File: src/rtl/grid_cursor_ctrl.sv
`default_nettype none
// ============================================================================
// Module      : grid_cursor_ctrl
// Description : Central cursor controller for a ROWS x COLS LED grid.
//               Edge-triggered moves with hold-to-repeat, cursor blink and a
//               one-cycle cell-toggle request on select.
//               Optional macro GRID_CURSOR_WRAP_EN: toroidal wrap at the edges
//               (default: saturate at the edges).
// Revision    : 1.0 - initial release
// ============================================================================
module grid_cursor_ctrl #(
  parameter int ROWS          = 8,
  parameter int COLS          = 8,
  parameter int REPEAT_DELAY  = 25_000_000,
  parameter int REPEAT_PERIOD = 5_000_000,
  parameter int BLINK_PERIOD  = 25_000_000
) (
  input  logic                          clk,
  input  logic                          reset,
  input  logic [4:0]                    key,
  input  logic                          run,
  output logic [$clog2(ROWS)-1:0]       row,
  output logic [$clog2(COLS)-1:0]       col,
  output logic [ROWS*COLS-1:0]          cursor_mask,
  output logic                          toggle_req,
  output logic [$clog2(ROWS*COLS)-1:0]  toggle_idx
);

  localparam int ROW_W   = $clog2(ROWS);
  localparam int COL_W   = $clog2(COLS);
  localparam int CELLS   = ROWS * COLS;
  localparam int IDX_W   = $clog2(CELLS);
  localparam int RPT_MAX = (REPEAT_DELAY > REPEAT_PERIOD) ? REPEAT_DELAY : REPEAT_PERIOD;
  localparam int RPT_W   = $clog2(RPT_MAX);
  localparam int BLK_W   = $clog2(BLINK_PERIOD);

  localparam logic [1:0] S_IDLE   = 2'd0;
  localparam logic [1:0] S_DELAY  = 2'd1;
  localparam logic [1:0] S_REPEAT = 2'd2;

  localparam logic [1:0] D_UP    = 2'd0;
  localparam logic [1:0] D_DOWN  = 2'd1;
  localparam logic [1:0] D_LEFT  = 2'd2;
  localparam logic [1:0] D_RIGHT = 2'd3;

  logic [4:0]       r_key_q;
  logic [1:0]       r_state;
  logic [1:0]       w_state_nxt;
  logic [RPT_W-1:0] r_rpt_cnt;
  logic [RPT_W-1:0] w_rpt_cnt_nxt;
  logic [1:0]       r_dir;
  logic [1:0]       w_dir;
  logic             w_dir_any;
  logic [3:0]       w_dir_keys;
  logic [3:0]       w_dir_keys_q;
  logic             w_dir_edge;
  logic             w_dir_same;
  logic             w_sel_edge;
  logic             w_move;
  logic [BLK_W-1:0] r_blink_cnt;
  logic [ROW_W-1:0] r_row;
  logic [COL_W-1:0] r_col;
  logic             r_toggle_req;
  logic [IDX_W-1:0] r_toggle_idx;
  logic [IDX_W-1:0] w_idx;

  assign w_dir_keys   = key[3:0];
  assign w_dir_keys_q = r_key_q[3:0];

  // Resolve the winning direction (up > down > left > right) and its edges
  always_comb begin
    w_dir_any = |w_dir_keys;
    w_dir     = D_RIGHT;
    if (w_dir_keys[0])      w_dir = D_UP;
    else if (w_dir_keys[1]) w_dir = D_DOWN;
    else if (w_dir_keys[2]) w_dir = D_LEFT;
    w_dir_edge = w_dir_any & ~run & w_dir_keys[w_dir] & ~w_dir_keys_q[w_dir];
    w_dir_same = w_dir_any & ~run & (w_dir == r_dir);
    w_sel_edge = key[4] & ~r_key_q[4] & ~run;
  end

  // Repeat FSM state register; the key history always tracks the keys
  always_ff @(posedge clk) begin
    if (reset) begin
      r_state   <= S_IDLE;
      r_rpt_cnt <= '0;
      r_dir     <= D_UP;
      r_key_q   <= '0;
    end else begin
      r_state   <= w_state_nxt;
      r_rpt_cnt <= w_rpt_cnt_nxt;
      r_key_q   <= key;
      if (w_dir_edge) r_dir <= w_dir;
    end
  end

  // Repeat FSM next state: a fresh edge restarts the delay, anything else but
  // the same held direction drops back to idle
  always_comb begin
    w_state_nxt = r_state;
    if (run || !w_dir_any)                    w_state_nxt = S_IDLE;
    else if (w_dir_edge)                      w_state_nxt = S_DELAY;
    else if (r_state == S_IDLE || !w_dir_same) w_state_nxt = S_IDLE;
    else if (r_rpt_cnt == '0)                 w_state_nxt = S_REPEAT;
  end

  // Repeat FSM outputs: move strobe and counter reload/decrement
  always_comb begin
    w_move        = 1'b0;
    w_rpt_cnt_nxt = '0;
    if (w_dir_edge) begin
      w_move        = 1'b1;
      w_rpt_cnt_nxt = RPT_W'(REPEAT_DELAY - 1);
    end else if (r_state != S_IDLE && w_dir_same) begin
      if (r_rpt_cnt == '0) begin
        w_move        = 1'b1;
        w_rpt_cnt_nxt = RPT_W'(REPEAT_PERIOD - 1);
      end else begin
        w_rpt_cnt_nxt = r_rpt_cnt - RPT_W'(1);
      end
    end
  end

  // Cursor position update; edge behaviour selected by the wrap macro
  always_ff @(posedge clk) begin
    if (reset) begin
      r_row <= ROW_W'(ROWS / 2);
      r_col <= COL_W'(COLS / 2);
    end else if (w_move) begin
      case (w_dir)
        D_UP: begin
          if (r_row != '0) r_row <= r_row - ROW_W'(1);
`ifdef GRID_CURSOR_WRAP_EN
          else             r_row <= ROW_W'(ROWS - 1);
`endif
        end
        D_DOWN: begin
          if (r_row != ROW_W'(ROWS - 1)) r_row <= r_row + ROW_W'(1);
`ifdef GRID_CURSOR_WRAP_EN
          else                           r_row <= '0;
`endif
        end
        D_LEFT: begin
          if (r_col != '0) r_col <= r_col - COL_W'(1);
`ifdef GRID_CURSOR_WRAP_EN
          else             r_col <= COL_W'(COLS - 1);
`endif
        end
        default: begin
          if (r_col != COL_W'(COLS - 1)) r_col <= r_col + COL_W'(1);
`ifdef GRID_CURSOR_WRAP_EN
          else                           r_col <= '0;
`endif
        end
      endcase
    end
  end

  // Blink counter; any move or select restarts it so the cursor shows at once
  always_ff @(posedge clk) begin
    if (reset)                                    r_blink_cnt <= '0;
    else if (w_move || w_sel_edge)                r_blink_cnt <= '0;
    else if (r_blink_cnt == BLK_W'(BLINK_PERIOD - 1)) r_blink_cnt <= '0;
    else                                          r_blink_cnt <= r_blink_cnt + BLK_W'(1);
  end

  // Select pulse; index captured from the pre-move position
  always_ff @(posedge clk) begin
    if (reset) begin
      r_toggle_req <= 1'b0;
      r_toggle_idx <= '0;
    end else begin
      r_toggle_req <= w_sel_edge;
      if (w_sel_edge) r_toggle_idx <= w_idx;
    end
  end

  assign w_idx       = IDX_W'(r_row) * IDX_W'(COLS) + IDX_W'(r_col);
  assign row         = r_row;
  assign col         = r_col;
  assign toggle_req  = r_toggle_req;
  assign toggle_idx  = r_toggle_idx;
  assign cursor_mask = (!run && (r_blink_cnt < BLK_W'(BLINK_PERIOD / 2)))
                       ? ({{(CELLS-1){1'b0}}, 1'b1} << w_idx) : '0;

endmodule
`default_nettype wire

File: config.mk
export PLATFORM = sky130hd
export DESIGN_NAME = grid_cursor_ctrl
export DESIGN_NICKNAME = d
export VERILOG_FILES = /design/src/rtl/grid_cursor_ctrl.sv
export SDC_FILE = /design/constraint.sdc
export NUM_CORES = 1
export LEC_CHECK = 0
export BUFFER_PORTS_ARGS = -buffer_cell sky130_fd_sc_hd__buf_2
export CELL_PAD_IN_SITES_DETAIL_PLACEMENT = 1
export CELL_PAD_IN_SITES_GLOBAL_PLACEMENT = 1
export CORE_MARGIN = 2
export CORE_UTILIZATION = 40
export DETAILED_ROUTE_END_ITERATION = 8
export GPL_TIMING_DRIVEN = 1
export PLACE_DENSITY = 0.91
export RECOVER_POWER = 25
export SLEW_MARGIN = 20
export SYNTH_ARGS = -nofsm -noshare
export SYNTH_HDL_FRONTEND = slang
export SYNTH_SLANG_ARGS = --single-unit
File: constraint.sdc
create_clock -name clk -period 7.9 [get_ports clk]
set_input_delay 1.58 -clock clk [delete_from_list [all_inputs] [get_ports clk]]
set_output_delay 1.58 -clock clk [all_outputs]
set_load 0.1 [all_outputs]
Word-level counts from Yosys, hierarchy flattened
Index checks and enable logic that the tools add are counted.
Widths: inputs -> output; s select.
- register bits: 72
- latch bits: 0
- bits in writable memories: 0
- bits in read-only memories: 0
- output and inout port bits: 77
- logic and storage cells: 91
- memories: 0
- $add $sub $neg: 7
- multiply operators: 0
- div/mod/pow operators: 0
- order comparisons: 2
- equality and inequality tests: 9
- shift-type cells: 1
- multiplexer cells: 23
- bitwise gates (word level): 11
- reduce and logical (&&, ||, !) cells: 26
- operators by type and width (operator ; number):
    $mux 25 ; 3
    $mux 64 ; 1
    $shl 1x6->64 const A ; 1
    $add 25x1->25 const B ; 1
    $eq 25x25->1 const B ; 1
    $logic_not 25->1 ; 1
    $lt 25x24->1 const B ; 1
    $sub 25x1->25 const B ; 1
    $mux 3 ; 4
    $pmux 3 s2 ; 2
    $reduce_or 4->1 ; 3
    $mux 1 ; 9
    $reduce_bool 3->1 ; 3
    $reduce_and 4->1 ; 2
    $add 3x1->3 const B ; 2
    $add 6x3->6 ; 1
    $and 1x1->1 ; 6
    $ne 2x2->1 const B ; 3
    $ne 3x3->1 const B ; 2
    $reduce_bool 2->1 ; 3
    $reduce_or 3->1 ; 2
    $sub 3x1->3 const B ; 2
    $not 1->1 ; 5
    $bmux 1 s2 ; 2
    10 further kinds ; 18

Depth between registers and ports, before layout
- depth after elaboration: 10
- gate-level depth with buffers: 8
- gate-level depth less buffers: 7

Worst setup path before layout
Ideal clock, no wire load.
- kind: input-to-output
- start: in run
- end: out cursor_mask[11]
- arrival time: 3.821 ns
- data required time: 6.320 ns
- setup slack: 2.499 ns
- cell stages on the path: 5
- path through: a2111oi_0 a21o_1 clkbuf_1 nand4b_1 nor2_1
- word-level cells in the longest chain between the ends: 3
- RTL lines (what ; RTL line ; source):
    from (decl) ; 21 ; input logic run,
    $logic_not 1->1 ; 183 ; assign cursor_mask = (!run && (r_blink_cnt < BLK_W'(BLINK_PERIOD / 2)))
    $logic_and 1x1->1 ; 183 ;
    $mux 64 ; 184 ; ? ({{(CELLS-1){1'b0}}, 1'b1} << w_idx) : '0;
    to (decl) ; 24 ; output logic [ROWS*COLS-1:0] cursor_mask,
No other way between the ends.

Worst setup path in the final report
- start: in run
- end: out cursor_mask[51]
The elaborated chain is that of the path after synthesis.

==> impl_metrics.yaml <==
timing:
  setup_viol_count_final: 0
  finClkSkew_ns: 0.008526
  relSlewSlack_pct: 19.20
  timing_hold_violations_final: 0
  fmax_mhz: 195.8
  period_needed_ns: 5.107
  rsz0062_at_grt: "false"
  fin_crit_sh_pct: 64.65
  report.final.slew_viol_count: 0
  fin_tns_setup_ns: 0
  worstMarginPinSlew_ns: 1.217
yosys:
  synth.avg_cell_area_um2: 8.040
  yosysWarningCount: 0
  synthesis.area_um2: 3626
  synth_area_leaders: "dfxtp_1 40%, nor2_1 12%, xor2_1 6.0%"
  synth_seq_cells: 72
  ys_seq_area_share_pct: 39.75
  synth_top_area_share_pct: 39.75
  synth_edf_count: 0
  async_flop_share_pct: 0
  ys_types: 52
  synthCells: 451
  ys.flop_type: "dfxtp_1"
  synth.largest_area_cell: "dfxtp_1"
  syn-num-nets: 464
clocking:
  holdBufCountCts: 0
  cts_buffers: 9
  cts_tree: "built"
  cts_setup_buffers: 0
  htreeDepth: 3
  worstSkewPairLatency_ns: 0.34
  cts-resized-gates: 0
  cts_sinks: 72
  root_buffer: "clkbuf_8"
  cts_max_path_buffers: 2
  cts.clk_slew.worst_paths_ns: 0.06
die:
  initial_utilization_pct: 41.38
  io_pins: 85
  die-area_um2: 9843
  core_um2: 8763
  die_h_um: 99.21
  num_rows: 34
  die-width_um: 99.21
power:
  design_power_total_uw: 785.3
  power.leakage_uw: 0.001689
  ir_drop_mv: 0.06758
  power_density_nw_per_um2: 185.5
layout:
  diodes: 0
  num-nets-final: 539
  fillers: 1101
  final_cell_count_no_fill: 636
  layout_common_cells: "120 x nor2_1, 72 x dfxtp_1, 69 x buf_2"
  drive_gt1_share_pct: 17.61
  area_delta_synth_final_pct: 16.77
  final_common_cell: "nor2_1"
global_route:
  grt_pass1_wl_um: 17380
  first_global_vias: 3591
  gr-usage-met3_pct: 3.162
  top_usage_layer: "met2"
  grt_usage_pct: 21.67
  grt_max_degree: 26
  grt_overflow_total: 0
  grt_util_met2_pct: 39.24
  antenna_found_initial: 0
  use_met1_pct: 25.41
detailed_routing:
  vias: 3548
  ant_nets: 0
  avgViaCountPerCell: 5.579
  drt_iter0_markers: 105
  remaining_drc_errors: 0
  firstDrtPassIters: 5
  finalWirelength_um: 10700
  post_drt_wl_per_cell_um: 16.83
worst_setup_path:
  cp-start-kind: "input port"
  endpoint_kind: "output port"
  critical_path_class: "in2out"
  arrival_ns: 3.53
  path_max_fanout: 8
  cp.required_ns: 6.32
  reg2reg_depth: 6
job:
  drv_cap: 0
min_path:
  hp-class: "reg2reg"
  min_path_cells: 1
outcome:
  status: "completed"
place:
  gp_congestion: 0.8619
  hpwlAfterDp_um: 7844
  portBuffers: 84
  dpl.cell_count: 623
[final cells by class]
type / instances / area, µm² / share of cell area (%)
clock buffer: 12 / 155.1 / 3.664
clock inverter: 1 / 5.005 / 0.1182
inverter: 9 / 33.78 / 0.7979
multi-input combinational: 350 / 2062 / 48.70
sequential: 72 / 1441 / 34.04
tap: 108 / 135.1 / 3.191
timing repair buffer: 84 / 401.6 / 9.486
[state kept, by name, summed over array words and instances (netlist names)]
signal       flops
r_dir            2
toggle_req       1
col              3
r_rpt_cnt       25
r_blink_cnt     25
r_state          2
row              3
toggle_idx       6
r_key_q          5
[cell families after synthesis]
kind of cell	share of synthesized area [%]
fa+ha+maj	2.140
mux	0.3105
compound gates	10.46
buf+inv	3.278
flops	39.75
xor+xnor	10.39
simple gates	33.68
[report_power, final]
part / total (µW) / internal (µW) / switching (µW)
clock network: 251 / 126 / 125
logic: 145 / 39.4 / 105
registers: 389 / 375 / 14.8
[synth_stat cells (3+ instances only)]
master,instances
a21oi_1,12
a22o_1,6
and3_1,4
and4_1,5
buf_1,3
clkbuf_1,14
dfxtp_1,72
ha_1,3
inv_1,9
nand2_1,16
nand2b_1,3
nand3_1,24
nand3b_1,7
nand4_1,10
nand4b_1,3
nor2_1,120
nor2b_1,6
nor3_1,13
nor4_1,3
o21ai_0,25
or3_1,8
or3b_2,4
or4_1,3
xnor2_1,18
xor2_1,25
[path summary, 6_finish.rpt]
kind	start	to	slack [ns]
max reg2reg	r_rpt_cnt[11]	r_blink_cnt[23]	4.68
min reg2reg	r_blink_cnt[0]	r_blink_cnt[0]	0.46
max	run	cursor_mask[51]	2.79
min	r_blink_cnt[0]	r_blink_cnt[0]	0.46
[per-stage QoR]
| stage | setup WS, ns | instance area (µm²) | util (%) | hold WS (ns) |
|---|---|---|---|---|
| final | 2.793 | 4234 | 48.32 | 0.4591 |
| after global routing | 2.679 | 4234 | 48.32 | 0.5028 |
| after CTS | 2.819 | 4257 | 48.57 | 0.4660 |
| after detailed placement | 2.862 | 4096 | 46.74 | 0.4483 |
| after global placement | 3.044 | 4096 | 46.74 | 0.4409 |
| after floorplan | 2.499 | 3626 | - | 0.4258 |
[worst max-delay path: stages]
cell and delay, ns:
buf_2 0.15, a2111oi_0 0.32, a21o_1 0.33, nand4b_1 0.41, nor2_1 0.27, buf_2 0.46
[layer usage]
layer / share of wire (%) / routed length [µm] / vias to the layer above
li1: - / - / 1693
met1: 41 / 4407 / 1760
met2: 53 / 5645 / 73
met3: 3.7 / 392 / 22
met4: 2.4 / 258 / 0
met5: 0 / 0 / -
Power figures use the tool's default switching activity.
